[src/rtl/rs_pkg.sv]
// Shared definitions for the simple-FU reservation station.
// Holds the entry field layout, the entry/tag widths and the wake-up
// function used both on stored slots and on the dispatch bypass path.
package rs_pkg;

  localparam int ENTRY_W = 114;
  localparam int TAG_W   = 4;
  localparam int DATA_W  = 32;

  // Entry layout: {ctrl, regwrite, s2, s2_valid, s1, s1_valid, rd}
  localparam int RD_LSB       = 0;
  localparam int S1_VALID_BIT = 5;
  localparam int S1_LSB       = 6;
  localparam int S2_VALID_BIT = 38;
  localparam int S2_LSB       = 39;
  localparam int REGWRITE_BIT = 71;
  localparam int CTRL_LSB     = 72;
  localparam int ALUOP_LSB    = 76;
  localparam int ALUOP_MSB    = 81;

  // Capture broadcast results into any source still waiting on a tag.
  // cdb0 is checked first so it wins when both buses carry the same tag.
  // A source that is already valid holds a value, not a tag, and is left alone.
  function automatic logic [ENTRY_W-1:0] wakeup(
    input logic [ENTRY_W-1:0] entry,
    input logic               c0_valid,
    input logic [TAG_W-1:0]   c0_tag,
    input logic [DATA_W-1:0]  c0_data,
    input logic               c1_valid,
    input logic [TAG_W-1:0]   c1_tag,
    input logic [DATA_W-1:0]  c1_data
  );
    logic [ENTRY_W-1:0] res;
    res = entry;
    if (!entry[S1_VALID_BIT]) begin
      if (c0_valid && (c0_tag == entry[S1_LSB +: TAG_W])) begin
        res[S1_LSB +: DATA_W] = c0_data;
        res[S1_VALID_BIT]     = 1'b1;
      end else if (c1_valid && (c1_tag == entry[S1_LSB +: TAG_W])) begin
        res[S1_LSB +: DATA_W] = c1_data;
        res[S1_VALID_BIT]     = 1'b1;
      end
    end
    if (!entry[S2_VALID_BIT]) begin
      if (c0_valid && (c0_tag == entry[S2_LSB +: TAG_W])) begin
        res[S2_LSB +: DATA_W] = c0_data;
        res[S2_VALID_BIT]     = 1'b1;
      end else if (c1_valid && (c1_tag == entry[S2_LSB +: TAG_W])) begin
        res[S2_LSB +: DATA_W] = c1_data;
        res[S2_VALID_BIT]     = 1'b1;
      end
    end
    return res;
  endfunction

endpackage

[src/rtl/rs_slot.sv]
// One reservation-station slot.
// Ports:
//   clk, rst_n              clock, asynchronous active-low reset
//   flush                   invalidate the slot (highest priority)
//   alloc                   load alloc_entry / alloc_rob_num (only asserted when empty)
//   issue                   execute stage consumed this slot
//   cdbN_valid/rob_num/data result broadcast buses for wake-up
//   valid                   slot holds an instruction
//   entry, rob_num          slot contents, forced to zero when empty
module rs_slot
  import rs_pkg::*;
(
  input  logic               clk,
  input  logic               rst_n,
  input  logic               flush,
  input  logic               alloc,
  input  logic [ENTRY_W-1:0] alloc_entry,
  input  logic [TAG_W-1:0]   alloc_rob_num,
  input  logic               issue,
  input  logic               cdb0_valid,
  input  logic [TAG_W-1:0]   cdb0_rob_num,
  input  logic [DATA_W-1:0]  cdb0_data,
  input  logic               cdb1_valid,
  input  logic [TAG_W-1:0]   cdb1_rob_num,
  input  logic [DATA_W-1:0]  cdb1_data,
  output logic               valid,
  output logic [ENTRY_W-1:0] entry,
  output logic [TAG_W-1:0]   rob_num
);

  logic               vld_q;
  logic [ENTRY_W-1:0] data_q;
  logic [TAG_W-1:0]   tag_q;

  // Priority: flush > issue (on a valid slot) > alloc > wake-up.
  // Issue beats a same-cycle wake-up so a consumed slot never lingers.
  always_ff @(posedge clk or negedge rst_n) begin
    if (!rst_n) begin
      vld_q  <= 1'b0;
      data_q <= '0;
      tag_q  <= '0;
    end else if (flush) begin
      vld_q <= 1'b0;
    end else if (issue && vld_q) begin
      vld_q <= 1'b0;
    end else if (alloc && !vld_q) begin
      vld_q  <= 1'b1;
      data_q <= alloc_entry;
      tag_q  <= alloc_rob_num;
    end else if (vld_q) begin
      data_q <= wakeup(data_q, cdb0_valid, cdb0_rob_num, cdb0_data,
                       cdb1_valid, cdb1_rob_num, cdb1_data);
    end
  end

  // Empty slots read as zero so both source-valid bits look clear downstream.
  assign valid   = vld_q;
  assign entry   = vld_q ? data_q : '0;
  assign rob_num = vld_q ? tag_q  : '0;

endmodule

[src/rtl/rs_simple.sv]
// Two-entry reservation station for the simple functional unit.
// Ports:
//   clk, rst_n                  clock, asynchronous active-low reset
//   flush                       invalidate both slots, selector back to 0
//   dispatch_valid/entry/rob_num  incoming instruction
//   dispatch_ready              at least one slot free (registered state only)
//   cdbN_valid/rob_num/data     result broadcast buses
//   rs_simple_N, rs_simple_N_entry_num  slot contents to the execute stage
//   selector                    index of the most recently allocated slot
//   simple_N_issue              execute stage consumed slot N
module rs_simple #(
  parameter int ENTRY_W = rs_pkg::ENTRY_W,
  parameter int TAG_W   = rs_pkg::TAG_W
) (
  input  logic               clk,
  input  logic               rst_n,
  input  logic               flush,
  input  logic               dispatch_valid,
  input  logic [ENTRY_W-1:0] dispatch_entry,
  input  logic [TAG_W-1:0]   dispatch_rob_num,
  output logic               dispatch_ready,
  input  logic               cdb0_valid,
  input  logic [TAG_W-1:0]   cdb0_rob_num,
  input  logic [31:0]        cdb0_data,
  input  logic               cdb1_valid,
  input  logic [TAG_W-1:0]   cdb1_rob_num,
  input  logic [31:0]        cdb1_data,
  output logic [ENTRY_W-1:0] rs_simple_0,
  output logic [ENTRY_W-1:0] rs_simple_1,
  output logic [TAG_W-1:0]   rs_simple_0_entry_num,
  output logic [TAG_W-1:0]   rs_simple_1_entry_num,
  output logic               selector,
  input  logic               simple_0_issue,
  input  logic               simple_1_issue
);
  import rs_pkg::*;

  logic               valid0, valid1;
  logic               do_alloc;
  logic               alloc0, alloc1;
  logic [ENTRY_W-1:0] bypass_entry;

  // Readiness comes from the registered valids only; a slot freed by issue
  // this cycle is not offered until the next one.
  assign dispatch_ready = ~(valid0 & valid1);
  assign do_alloc       = dispatch_valid & dispatch_ready & ~flush;
  assign alloc0         = do_alloc & ~valid0;
  assign alloc1         = do_alloc &  valid0;

  // Apply same-cycle broadcasts to the incoming entry so they are not lost.
  assign bypass_entry = wakeup(dispatch_entry, cdb0_valid, cdb0_rob_num, cdb0_data,
                               cdb1_valid, cdb1_rob_num, cdb1_data);

  always_ff @(posedge clk or negedge rst_n) begin
    if (!rst_n) begin
      selector <= 1'b0;
    end else if (flush) begin
      selector <= 1'b0;
    end else if (do_alloc) begin
      selector <= valid0;
    end
  end

  rs_slot u_slot0 (
    .clk           (clk),
    .rst_n         (rst_n),
    .flush         (flush),
    .alloc         (alloc0),
    .alloc_entry   (bypass_entry),
    .alloc_rob_num (dispatch_rob_num),
    .issue         (simple_0_issue),
    .cdb0_valid    (cdb0_valid),
    .cdb0_rob_num  (cdb0_rob_num),
    .cdb0_data     (cdb0_data),
    .cdb1_valid    (cdb1_valid),
    .cdb1_rob_num  (cdb1_rob_num),
    .cdb1_data     (cdb1_data),
    .valid         (valid0),
    .entry         (rs_simple_0),
    .rob_num       (rs_simple_0_entry_num)
  );

  rs_slot u_slot1 (
    .clk           (clk),
    .rst_n         (rst_n),
    .flush         (flush),
    .alloc         (alloc1),
    .alloc_entry   (bypass_entry),
    .alloc_rob_num (dispatch_rob_num),
    .issue         (simple_1_issue),
    .cdb0_valid    (cdb0_valid),
    .cdb0_rob_num  (cdb0_rob_num),
    .cdb0_data     (cdb0_data),
    .cdb1_valid    (cdb1_valid),
    .cdb1_rob_num  (cdb1_rob_num),
    .cdb1_data     (cdb1_data),
    .valid         (valid1),
    .entry         (rs_simple_1),
    .rob_num       (rs_simple_1_entry_num)
  );

endmodule

[config.mk]
export PLATFORM = sky130hd
export DESIGN_NAME = rs_simple
export DESIGN_NICKNAME = d
export VERILOG_FILES = /design/src/rtl/rs_pkg.sv /design/src/rtl/rs_slot.sv /design/src/rtl/rs_simple.sv
export SDC_FILE = /design/constraint.sdc
export NUM_CORES = 1
export LEC_CHECK = 0
export CORE_MARGIN = 1
export CORE_UTILIZATION = 45
export CTS_BUF_LIST = sky130_fd_sc_hd__clkbuf_8
export CTS_CLUSTER_SIZE = 40
export DETAILED_ROUTE_END_ITERATION = 6
export GPL_TIMING_DRIVEN = 0
export PLACE_DENSITY = 0.84
export SYNTH_ARGS = -nofsm -noshare
export SYNTH_HDL_FRONTEND = slang
export SYNTH_SLANG_ARGS = --single-unit
[constraint.sdc]
create_clock -name clk -period 2.2 [get_ports clk]
set_input_delay 0.44 -clock clk [delete_from_list [all_inputs] [get_ports clk]]
set_output_delay 0.44 -clock clk [all_outputs]
set_load 0.01 [all_outputs]
### Yosys cells after proc, flatten, opt, wreduce, memory -nomap -nowiden

Cells that the tools add are included.

| storage, ports and cells | value |
|---|---|
| register bits | 239 |
| input port bits | 198 |
| output and inout port bits | 238 |

| cells by class | value |
|---|---|
| equal/unequal tests | 16 |
| mux-type cells | 34 |
| bitwise logic cells | 10 |
| reduce and logical (&&, ||, !) cells | 35 |

Operator list:

| kind | number |
|---|---|
| 33-bit 2-to-1 mux | 18 |
| 114-bit 2-to-1 mux | 4 |
| 71-bit 2-to-1 mux | 2 |
| 4-bit == test | 12 |
| 5-bit AND reduction | 4 |
| 3-bit nonzero test | 6 |
| 1-bit logical AND | 16 |
| 3-bit AND reduction | 4 |
| 1-bit 2-to-1 mux | 8 |
| 4-bit 2-to-1 mux | 2 |
| 2-bit != test (second input constant) | 4 |
| 2-bit nonzero test | 3 |
| 1-bit bitwise AND | 5 |
| 1-bit inverter | 5 |
| 1-bit zero test | 2 |

### Depth between registers and ports, before layout

Gate-level depths: netlist (run 1).

| depth | value |
|---|---|
| word-level depth | 9 |
| gate-level depth with buffers | 10 |
| gate-level depth less buffers | 6 |

### Hierarchy

From an unflattened synthesis (run 1), not the netlist that was laid out.

| second synthesis, totals | value |
|---|---|
| cell total of the unflattened synthesis | 1717 |
| area, all modules | 16186.8 µm² |

By module, submodules not included:

| module | instances | cells an instance | area each (µm²) | sequential area each (µm²) |
|---|---|---|---|---|
| rs_slot | 2 | 761 | 7318.3 | 2977.9 |
| rs_simple | 1 | 195 | 1550.2 | 25.0 |

### Least setup slack after synthesis (run 1)

Ideal clock, no wire load.

| path | value |
|---|---|
| kind | input -> register |
| from | input cdb1_rob_num[1] |
| to | register u_slot0.data_q[58] |
| library setup time | 0.131 ns |
| arrival | 2.193 ns |
| data required time | 2.069 ns |
| setup slack | -0.124 ns |
| stages on the path | 10 |
| buffers on the path | 4 |
| cell sequence | buf_2 -> xor2_1 -> a211o_1 -> o2bb2a_4 -> buf_6 -> or2_1 -> buf_6 -> buf_8 -> a222oi_1 -> o21ai_1 |

| between the ends | value |
|---|---|
| cells in the longest elaborated chain, start to end | 6 |

Ends and longest elaborated chain:

| item | line | text |
|---|---|---|
| start: declaration | rs_simple.sv:26 | `input logic [TAG_W-1:0] cdb1_rob_num,` |
| 4-bit == test | rs_pkg.sv:48 | `end else if (c1_valid && (c1_tag == entry[S2_LSB +: TAG_W])) begin` |
| 1-bit logical AND | rs_pkg.sv:48 |  |
| 33-bit 2-to-1 mux | rs_pkg.sv:48 |  |
| 33-bit 2-to-1 mux | rs_pkg.sv:45 | `if (c0_valid && (c0_tag == entry[S2_LSB +: TAG_W])) begin` |
| 33-bit 2-to-1 mux | rs_pkg.sv:44 | `if (!entry[S2_VALID_BIT]) begin` |
| 114-bit 2-to-1 mux | rs_slot.sv:46 | `end else if (alloc && !vld_q) begin` |
| end signal: assignment | rs_slot.sv:48 | `data_q <= alloc_entry;` |
| end signal: assignment | rs_slot.sv:51 | `data_q <= wakeup(data_q, cdb0_valid, cdb0_rob_num, cdb0_data,` |
| end: declaration | rs_slot.sv:32 | `logic [ENTRY_W-1:0] data_q;` |

Several ways; a longest one is shown, not always the timed one. The select of a mux whose other input is x is not followed.
A chain may end at the register's enable or synchronous reset.

### Worst setup path after layout (run 1)

| path | value |
|---|---|
| from | register u_slot0.data_q[40] |
| to | register u_slot0.data_q[59] |

| between the ends | value |
|---|---|
| cells in the longest elaborated chain, start to end | 6 |

Ends and longest elaborated chain:

| item | line | text |
|---|---|---|
| 4-bit == test | rs_pkg.sv:45 |  |
| 1-bit logical AND | rs_pkg.sv:45 |  |
| 33-bit 2-to-1 mux | rs_pkg.sv:45 |  |
| 33-bit 2-to-1 mux | rs_pkg.sv:44 |  |
| 71-bit 2-to-1 mux | rs_slot.sv:50 | `end else if (vld_q) begin` |
| 114-bit 2-to-1 mux | rs_slot.sv:46 |  |

Several ways; a longest one is shown, not always the timed one. The select of a mux whose other input is x is not followed.

==> summary.txt, run 1 <==
RUN STATUS
---------------------------------------------------------------------------------
Outcome ............................................................ finished with violations
Violations in the final reports .................................... design-rule violations, negative setup slack

GLOBAL ROUTING
---------------------------------------------------------------------------------
Wire length of the first global-routing pass .......................       102 mm
Largest net degree at the start of global routing ..................           91
Initial antenna violation count ....................................            5
Vias in the first global route .....................................       17,144
Overall track demand over capacity in global routing ...............        39.9%
Total grt overflow .................................................            0

SETUP PATH
---------------------------------------------------------------------------------
Chain of cells forming the critical path ........................... buf_4 > xnor2_1 > nand3_1 > a211oi_4 > buf_4 > buf_6 > a32o_1 > mux2i_1 > o21ai_1
Cell with the biggest individual delay on the critical path ........ sky130_fd_sc_hd__a211oi_4
Critical Path Source Type ..........................................         flop
Critical path's most frequent cell ................................. sky130_fd_sc_hd__buf_4
Worst r2r path cells ...............................................            9
Max Fanout on Critical Path ........................................            7
Capture instance of the worst register-to-register path ............ u_slot0.data_q[59]$_DFFE_PN0P_
Reg-to-reg critical path startpoint ................................ u_slot0.data_q[40]$_DFFE_PN0P_
Data required time of the worst path ...............................      2.67 ns
Worst setup path class ............................................. flop to flop
Arrival time of the worst setup path ...............................      2.87 ns
Biggest cell delay along the critical path .........................      0.52 ns
Flop2flop setup slack ..............................................     -0.20 ns
Category of the worst setup path capture point .....................         flop

TIMING
---------------------------------------------------------------------------------
Hold Violations, Final .............................................            0
Final worst path period need .......................................      2.40 ns
Final sum of negative setup slack ..................................    -15.41 ns
Total count of max-transition violations in the final report .......            0
Worst Hold Margin ..................................................     0.279 ns
Final setup violation count ........................................          232
Headroom to the max-slew limit .....................................        49.0%
Maximum operating frequency ........................................      417 MHz
Post-route setup slack .............................................    -0.197 ns
Slew at the pin closest to its max-slew limit ......................     0.759 ns
Final critical-path share of the clock period ......................         109%
Unrepaired setup endpoints after global routing ....................          yes
Fin Clk Skew .......................................................    0.0418 ns

LAYOUT
---------------------------------------------------------------------------------
Cell area after layout ............................................. 22,900 sq um
Layout overhead on the synthesized area ............................        53.5%
Number of nets in the finished design ..............................        2,524
Fraction of final layout cells with drive strength greater than 1 ..        30.8%
Filler Cells Inserted ..............................................        2,474
Number of non-filler instances in the completed layout .............        2,797

SYNTHESIS
---------------------------------------------------------------------------------
Synth area leader .................................................. sky130_fd_sc_hd__dfrtp_1
Most frequently used cell type in the post-synthesis netlist ....... sky130_fd_sc_hd__nand2_1
Number of distinct library cells after synthesis ...................           60
Average size of a mapped cell ......................................   8.49 sq um
Ys async rst share .................................................         100%
Top cells by instance count after synthesis ........................ 351 x sky130_fd_sc_hd__nand2_1, 240 x sky130_fd_sc_hd__and2_1, 239 x sky130_fd_sc_hd__dfrtp_1, 138 x sky130_fd_sc_hd__clkbuf_1, 134 x sky130_fd_sc_hd__a31oi_1
Count of synthesis-stage warnings from yosys .......................            0
Portion of synthesized cell area occupied by the leading cell type .        40.0%
Post-synthesis sequential element count ............................          239
Dominant cells by area after synthesis ............................. sky130_fd_sc_hd__dfrtp_1 40%, sky130_fd_sc_hd__and2_1 10%, sky130_fd_sc_hd__nand2_1 8.8%
Number of enable-type register cells in the synthesized netlist ....            0
Share of the yosys chip area belonging to registers ................        40.0%
Most used flip-flop cell after synthesis ........................... sky130_fd_sc_hd__dfrtp_1
Synth Net Count ....................................................        1,959
Synthesized netlist cell count .....................................        1,761
Post-synthesis instance area ....................................... 15,000 sq um

DRT
---------------------------------------------------------------------------------
First drt pass iteration count .....................................            7
DRT met1 WL ........................................................      26.5 mm
Length of routed met3 wiring .......................................      9.52 mm
Highest routing layer actually used ................................         met5
DR WL/cell .........................................................      26.3 um
Routed met2 length .................................................      31.8 mm
DRC violations left ................................................          118
Overall via count from detail_route ................................       17,914
Number of routed nets with antenna violations ......................            0
Iter 0 DRT Violations ..............................................        2,671
Post-detailed-route via-to-cell ratio ..............................         6.40
Total Routed Length ................................................      73.6 mm

POWER AND IR DROP
---------------------------------------------------------------------------------
Leakage power of the design ........................................      10.3 nW
Peak ir drop on the vdd network ....................................   0.000391 V
Final Total Pwr ....................................................     0.0157 W
P per Cell Area ....................................................  684 nW/um^2

FLOORPLAN
---------------------------------------------------------------------------------
Floorplan die area ................................................. 34,000 sq um
Ports placed on the boundary .......................................          436
Initial Util .......................................................        45.8%
Number of rows in the core area ....................................           66
Chip width .........................................................       184 um
Placeable core region .............................................. 32,600 sq um
Die extent in y ....................................................       184 um

HOLD PATH
---------------------------------------------------------------------------------
Endpoint of the worst hold path .................................... selector$_DFFE_PN0P_
Worst min-delay path startpoint ....................................        flush
Cells on Worst Hold Path ...........................................            2
Worst min path class ............................................... input pin to flop

CLOCK TREE
---------------------------------------------------------------------------------
CTS root buffer .................................................... sky130_fd_sc_hd__clkbuf_8
Count of H-tree levels built during CTS ............................            2
Clock tree from TritonCTS ..........................................          yes
Clock Sinks ........................................................          239
Max clock buf depth ................................................            3
Num CTS Buffers ....................................................           42
Clock transition at the registers of the reported paths ............      0.07 ns
Clock Latency Late Sink ............................................      0.58 ns

PLACED DESIGN
---------------------------------------------------------------------------------
Routability Congestion .............................................        0.958
IO Port Bufs .......................................................          425
Half-perimeter wire length of the detailed placement result ........      48.4 mm
Number of instances in the placed design ...........................        2,630
Instance area at placement ......................................... 19,800 sq um

FLOW RUN
---------------------------------------------------------------------------------
Number of max-cap violations .......................................            0

==> layer usage <==
layer,up-vias,track usage (%)
met5,-,1.48
met3,459,11.5
li1,7425,-
met4,10,25.8
met1,8416,50.6
met2,1604,59.3
==> cells by family after synthesis <==
kind of cell | count (synthesis) | share of synthesized area, %
AND/OR/NAND/NOR | 785 | 26.0
AO/OA/AOI/OAI | 394 | 19.7
flip-flops | 239 | 40.0
buffers and inverters | 215 | 6.02
multiplexers | 86 | 5.76
XOR/XNOR | 42 | 2.46
==> stage by stage <==
step	setup slack, ns	util [%]
finish	-0.197	70.3
floorplan	-0.123	-
detailed placement	-1.25	60.8
global route	-0.223	70.3
CTS	-0.206	66.4
global placement	-9.58	60.6
==> placed cells by master (no fill, tap or decap), types with 83 or more instances in the layout <==
master	n
sky130_fd_sc_hd__nand2_1	348
sky130_fd_sc_hd__dfrtp_1	232
sky130_fd_sc_hd__clkdlybuf4s50_1	176
sky130_fd_sc_hd__buf_6	149
sky130_fd_sc_hd__and2_4	129
sky130_fd_sc_hd__a31oi_1	127
sky130_fd_sc_hd__buf_2	115
sky130_fd_sc_hd__and2_1	110
sky130_fd_sc_hd__mux2i_1	84
sky130_fd_sc_hd__a32o_1	83
==> critical path: cells and delay by family (launching register included) <==
kind	cells	cell delay (ns)
xor gates and xnor gates	1	0.15
AOI/OAI and AO/OA	3	0.81
buffers and inverters	3	0.52
and+or+nand+nor	1	0.25
muxes	1	0.09
DFF	1	0.46
==> state kept, by name (all words and copies together) (netlist names) <==
signal          flops
u_slot1.tag_q       4
u_slot1.valid       1
u_slot1.data_q    114
u_slot0.data_q    114
selector            1
u_slot0.tag_q       4
u_slot0.valid       1
==> worst max path at each step <==
stage,to,depth (start not counted),start
2_1_floorplan,u_slot1.data_q[51]$_DFFE_PN0P_,10,cdb1_rob_num[2]
3_3_place_gp,u_slot1.data_q[100]$_DFFE_PN0P_,1,rst_n
3_5_place_dp,u_slot1.data_q[55]$_DFFE_PN0P_,7,flush
4_1_cts,rs_simple_0[64],6,u_slot0.valid$_DFFE_PN0P_
5_1_grt,u_slot0.data_q[59]$_DFFE_PN0P_,9,u_slot0.data_q[40]$_DFFE_PN0P_
6_report,u_slot0.data_q[59]$_DFFE_PN0P_,9,u_slot0.data_q[40]$_DFFE_PN0P_
==> layout make-up <==
cell class | instances | area, sq um | area share, %
plain buffers | 165 | 1490 | 6.48
repair buffers | 530 | 5100 | 22.2
well taps | 442 | 553 | 2.41
clock buffers | 48 | 661 | 2.88
diodes | 6 | 15.0 | 0.0654
inverters | 41 | 154 | 0.671
multi-input cells | 1307 | 8880 | 38.7
flip-flops and latches | 239 | 5990 | 26.1
clock inverters | 19 | 111 | 0.485
==> report_power, final <==
| group | switching, W | leakage (nW) | internal (W) |
|---|---|---|---|
| combinational | 0.00284 | 6.90 | 0.00250 |
| clock | 0.00195 | 0.448 | 0.00209 |
| sequential | 0.000836 | 2.98 | 0.00549 |
==> repair_timing <==
| action | 4_1_cts | 5_1_grt |
|---|---|---|
| pin swaps | 21 | 43 |
| gates cloned | 12 | 14 |
| buffers inserted | 44 | 37 |
| setup endpoints to repair | 468 | 381 |
| hold buffers | 1 | 0 |
| hold endpoints to repair | 60 | 0 |
| resized for setup | 1326 | 342 |
No activity file was read; power rests on OpenSTA's default activity.
==> run 2: changes to the inputs <==
Settings changed: TNS_END_PERCENT set to 50.
==> run 2 against run 1 <==
  * The run ends with negative setup slack left
  * Combinational power fell by 2%
  * Clock power rose by 5.9%
  * Critical path type is now flop to primary output
  * Worst setup slack improved by 0.056 ns
  * Core utilization rose by 0.24 points
  * Cell count fell by 0.21%
  * Highest routed layer unchanged
==> summary.txt, run 2 (same netlist as run 1, synthesis figures left out) <==
LAYOUT
--------------------------------------------------------------------------------
Fin util ..........................................................        70.6%   +0.24 points
Number of nets in the finished design .............................        2,516   -0.32%
Largest registers ................................................. u_slot0.data_q (114), u_slot1.data_q (114)
Most common library cell in the layout ignoring fill and taps ..... sky130_fd_sc_hd__nand2_1
Filler Cells Inserted .............................................        2,392   -3.3%
Fraction of final layout cells with drive strength greater than 1 .        31.8%   +0.93 points
Layout overhead on the synthesized area ...........................        54.0%
Most frequent cells in the layout ................................. 347 x sky130_fd_sc_hd__nand2_1, 230 x sky130_fd_sc_hd__dfrtp_1, 178 x sky130_fd_sc_hd__clkdlybuf4s50_1

TIMING
--------------------------------------------------------------------------------
Final worst path period need ......................................      2.34 ns   -0.0564 ns
Final setup violation count .......................................          194   -16%
Post-route setup slack ............................................    -0.141 ns   +0.0564 ns
Final critical-path share of the clock period .....................         106%   -2.6 points
Unrepaired setup endpoints after global routing ...................          yes
Slew at the pin closest to its max-slew limit .....................     0.741 ns   -0.0182 ns
Maximum operating frequency .......................................      427 MHz   +2.4%
Total count of max-transition violations in the final report ......            0   unchanged
Fin Clk Skew ......................................................    0.0282 ns   -0.0136 ns
Hold Violations, Final ............................................            0   unchanged
Headroom to the max-slew limit ....................................        50.6%   +1.6 points

CLOCK TREE
--------------------------------------------------------------------------------
Num CTS Buffers ...................................................           42   unchanged
Clock transition at the registers of the reported paths ...........      0.07 ns   about the same
Clock Sinks .......................................................          239   unchanged
Count of H-tree levels built during CTS ...........................            2   unchanged
Clock tree from TritonCTS .........................................          yes
Max clock buf depth ...............................................            3   unchanged
Clock Latency Late Sink ...........................................      0.58 ns   about the same
CTS root buffer ................................................... sky130_fd_sc_hd__clkbuf_8

FLOORPLAN
--------------------------------------------------------------------------------
Ports placed on the boundary ......................................          436   unchanged
Chip width ........................................................       184 um   unchanged
Floorplan die area ................................................ 34,000 sq um   unchanged
Number of rows in the core area ...................................           66   unchanged
Initial Util ......................................................        45.8%   unchanged
Placeable core region ............................................. 32,600 sq um   unchanged
Die extent in y ...................................................       184 um   unchanged

GLOBAL ROUTING
--------------------------------------------------------------------------------
Initial antenna violation count ...................................            5   unchanged
Wire length of the first global-routing pass ......................       102 mm   +0.16%
Largest net degree at the start of global routing .................           88   -3.3%
Overall track demand over capacity in global routing ..............        39.8%   -0.16 points
Vias in the first global route ....................................       17,049   -0.55%
Total grt overflow ................................................            0   unchanged

DRT
--------------------------------------------------------------------------------
Total Routed Length ...............................................      71.1 mm   -3.4%
DRC violations left ...............................................            0   -100%
Post-detailed-route via-to-cell ratio .............................         6.38   -0.35%
First drt pass iteration count ....................................            7   unchanged
Number of routed nets with antenna violations .....................            0   unchanged
Overall via count from detail_route ...............................       17,813   -0.56%
DR WL/cell ........................................................      25.5 um   -3.2%
Iter 0 DRT Violations .............................................        2,825   +5.8%

POWER AND IR DROP
--------------------------------------------------------------------------------
Switching power total .............................................    0.00563 W   about the same
Internal power of the cells .......................................     0.0102 W   +1.4%
Power share of the combinational group ............................        33.0%   -1.0 points
Clock group share of total power ..................................        27.0%   +1.3 points
Part of the total power dissipated in sequential elements .........        40.0%   -0.3 points
P per Cell Area ...................................................  688 nW/um^2   +0.56%
Leakage power of the design .......................................      10.3 nW   about the same
Net switching fraction of the power ...............................        35.5%   -0.29 points
Peak ir drop on the vdd network ...................................   0.000398 V   +1.9%

RUN STATUS
--------------------------------------------------------------------------------
Violations in the final reports ................................... negative setup slack
Outcome ........................................................... finished with violations

SETUP PATH
--------------------------------------------------------------------------------
Critical Path Source Type .........................................         flop
Data required time of the worst path ..............................      1.76 ns   -0.91 ns
Arrival time of the worst setup path ..............................      1.90 ns   -0.97 ns
Worst setup path class ............................................ flop to primary output
Category of the worst setup path capture point .................... primary output
Max Fanout on Critical Path .......................................            5   -2

FLOW RUN
--------------------------------------------------------------------------------
Number of max-cap violations ......................................            0   unchanged

PLACED DESIGN
--------------------------------------------------------------------------------
Pre-CTS setup slack ...............................................     -1.24 ns   +0.0135 ns
IO Port Bufs ......................................................          425   unchanged
Half-perimeter wire length of the detailed placement result .......      48.1 mm   -0.68%
Routability Congestion ............................................        0.982   +2.6%

HOLD PATH
--------------------------------------------------------------------------------
Worst min path class .............................................. input pin to flop

## run 2: power by group through the flow
| stage | clock network, W | logic, W | registers, W |
|---|---|---|---|
| final | 0.00428 | 0.00522 | 0.00635 |
| after global routing | 0.00447 | 0.00552 | 0.00643 |
| after CTS | 0.00427 | 0.00451 | 0.00622 |
| after detailed placement | 0 | 0.00419 | 0.00623 |
| after global placement | 0 | 0.00407 | 0.00619 |
| after floorplan | 0 | 0.00235 | 0.00597 |
## run 2: area by class of cell
cell class	count	area (sq um)	area share, %
antenna	3	7.51	0.0326
clock buffer	52	716	3.11
inverter	41	154	0.668
clock inverter	20	131	0.571
timing repair buffer	524	5160	22.4
sequential	239	5990	26.0
multi-input combinational	1307	8890	38.6
buffer	163	1420	6.15
tap	442	553	2.40
## run 2: metal layers
metal,global-route usage [%],routed length [um],vias to the layer above
li1,-,-,7417
met1,51.6,26100,8452
met2,59.7,31400,1555
met3,11.4,9050,385
met4,21.8,4560,4
met5,0.741,23,-
## run 2: repair_timing
| action | in CTS | in global routing |
|---|---|---|
| cloned | 14 | 4 |
| setup buffers | 48 | 32 |
| resized for setup | 1293 | 407 |
| pin swaps | 19 | 21 |
| endpoints found under the hold margin | 73 | 0 |
| endpoints found under the setup margin | 473 | 375 |
| hold buffers | 1 | 0 |
## run 2: metrics by stage
step                      total power (W)  hold slack [ns]  setup TNS (ns)  cell area, sq um  std cells
final                              0.0158            0.243           -9.85             23000       2791
after global routing               0.0164            0.233          -18.94             23000       2791
after CTS                          0.0150            0.205          -15.92             21700       2763
after detailed placement           0.0104            0.436         -352.61             19800       2630
after global placement             0.0103            0.450        -2675.40             19800       2628
after floorplan                   0.00832            0.144           -4.73             15000       1761
## run 2: worst paths after layout
check | from | end | slack [ns] | depth (start not counted)
setup / recovery | u_slot1.valid$_DFFE_PN0P_ | rs_simple_1[80] | -0.14 | 6
hold / removal | dispatch_entry[38] | u_slot0.data_q[38]$_DFFE_PN0P_ | 0.24 | 3
setup reg to reg | u_slot1.data_q[41]$_DFFE_PN0P_ | u_slot1.data_q[54]$_DFFE_PN0P_ | -0.10 | 8
hold reg to reg | u_slot0.data_q[110]$_DFFE_PN0P_ | u_slot0.data_q[110]$_DFFE_PN0P_ | 0.47 | 2
max in group asynchronous | rst_n | u_slot0.data_q[88]$_DFFE_PN0P_ | 0.53 | 4
min in group asynchronous | rst_n | u_slot0.data_q[53]$_DFFE_PN0P_ | 0.41 | 2
## run 2: critical path: stages (launching register included)
cell,delay [ns]
sky130_fd_sc_hd__dfrtp_2,0.46
sky130_fd_sc_hd__clkbuf_16,0.18
sky130_fd_sc_hd__clkbuf_16,0.16
sky130_fd_sc_hd__clkbuf_8,0.15
sky130_fd_sc_hd__buf_4,0.13
sky130_fd_sc_hd__and2_4,0.13
sky130_fd_sc_hd__buf_6,0.11
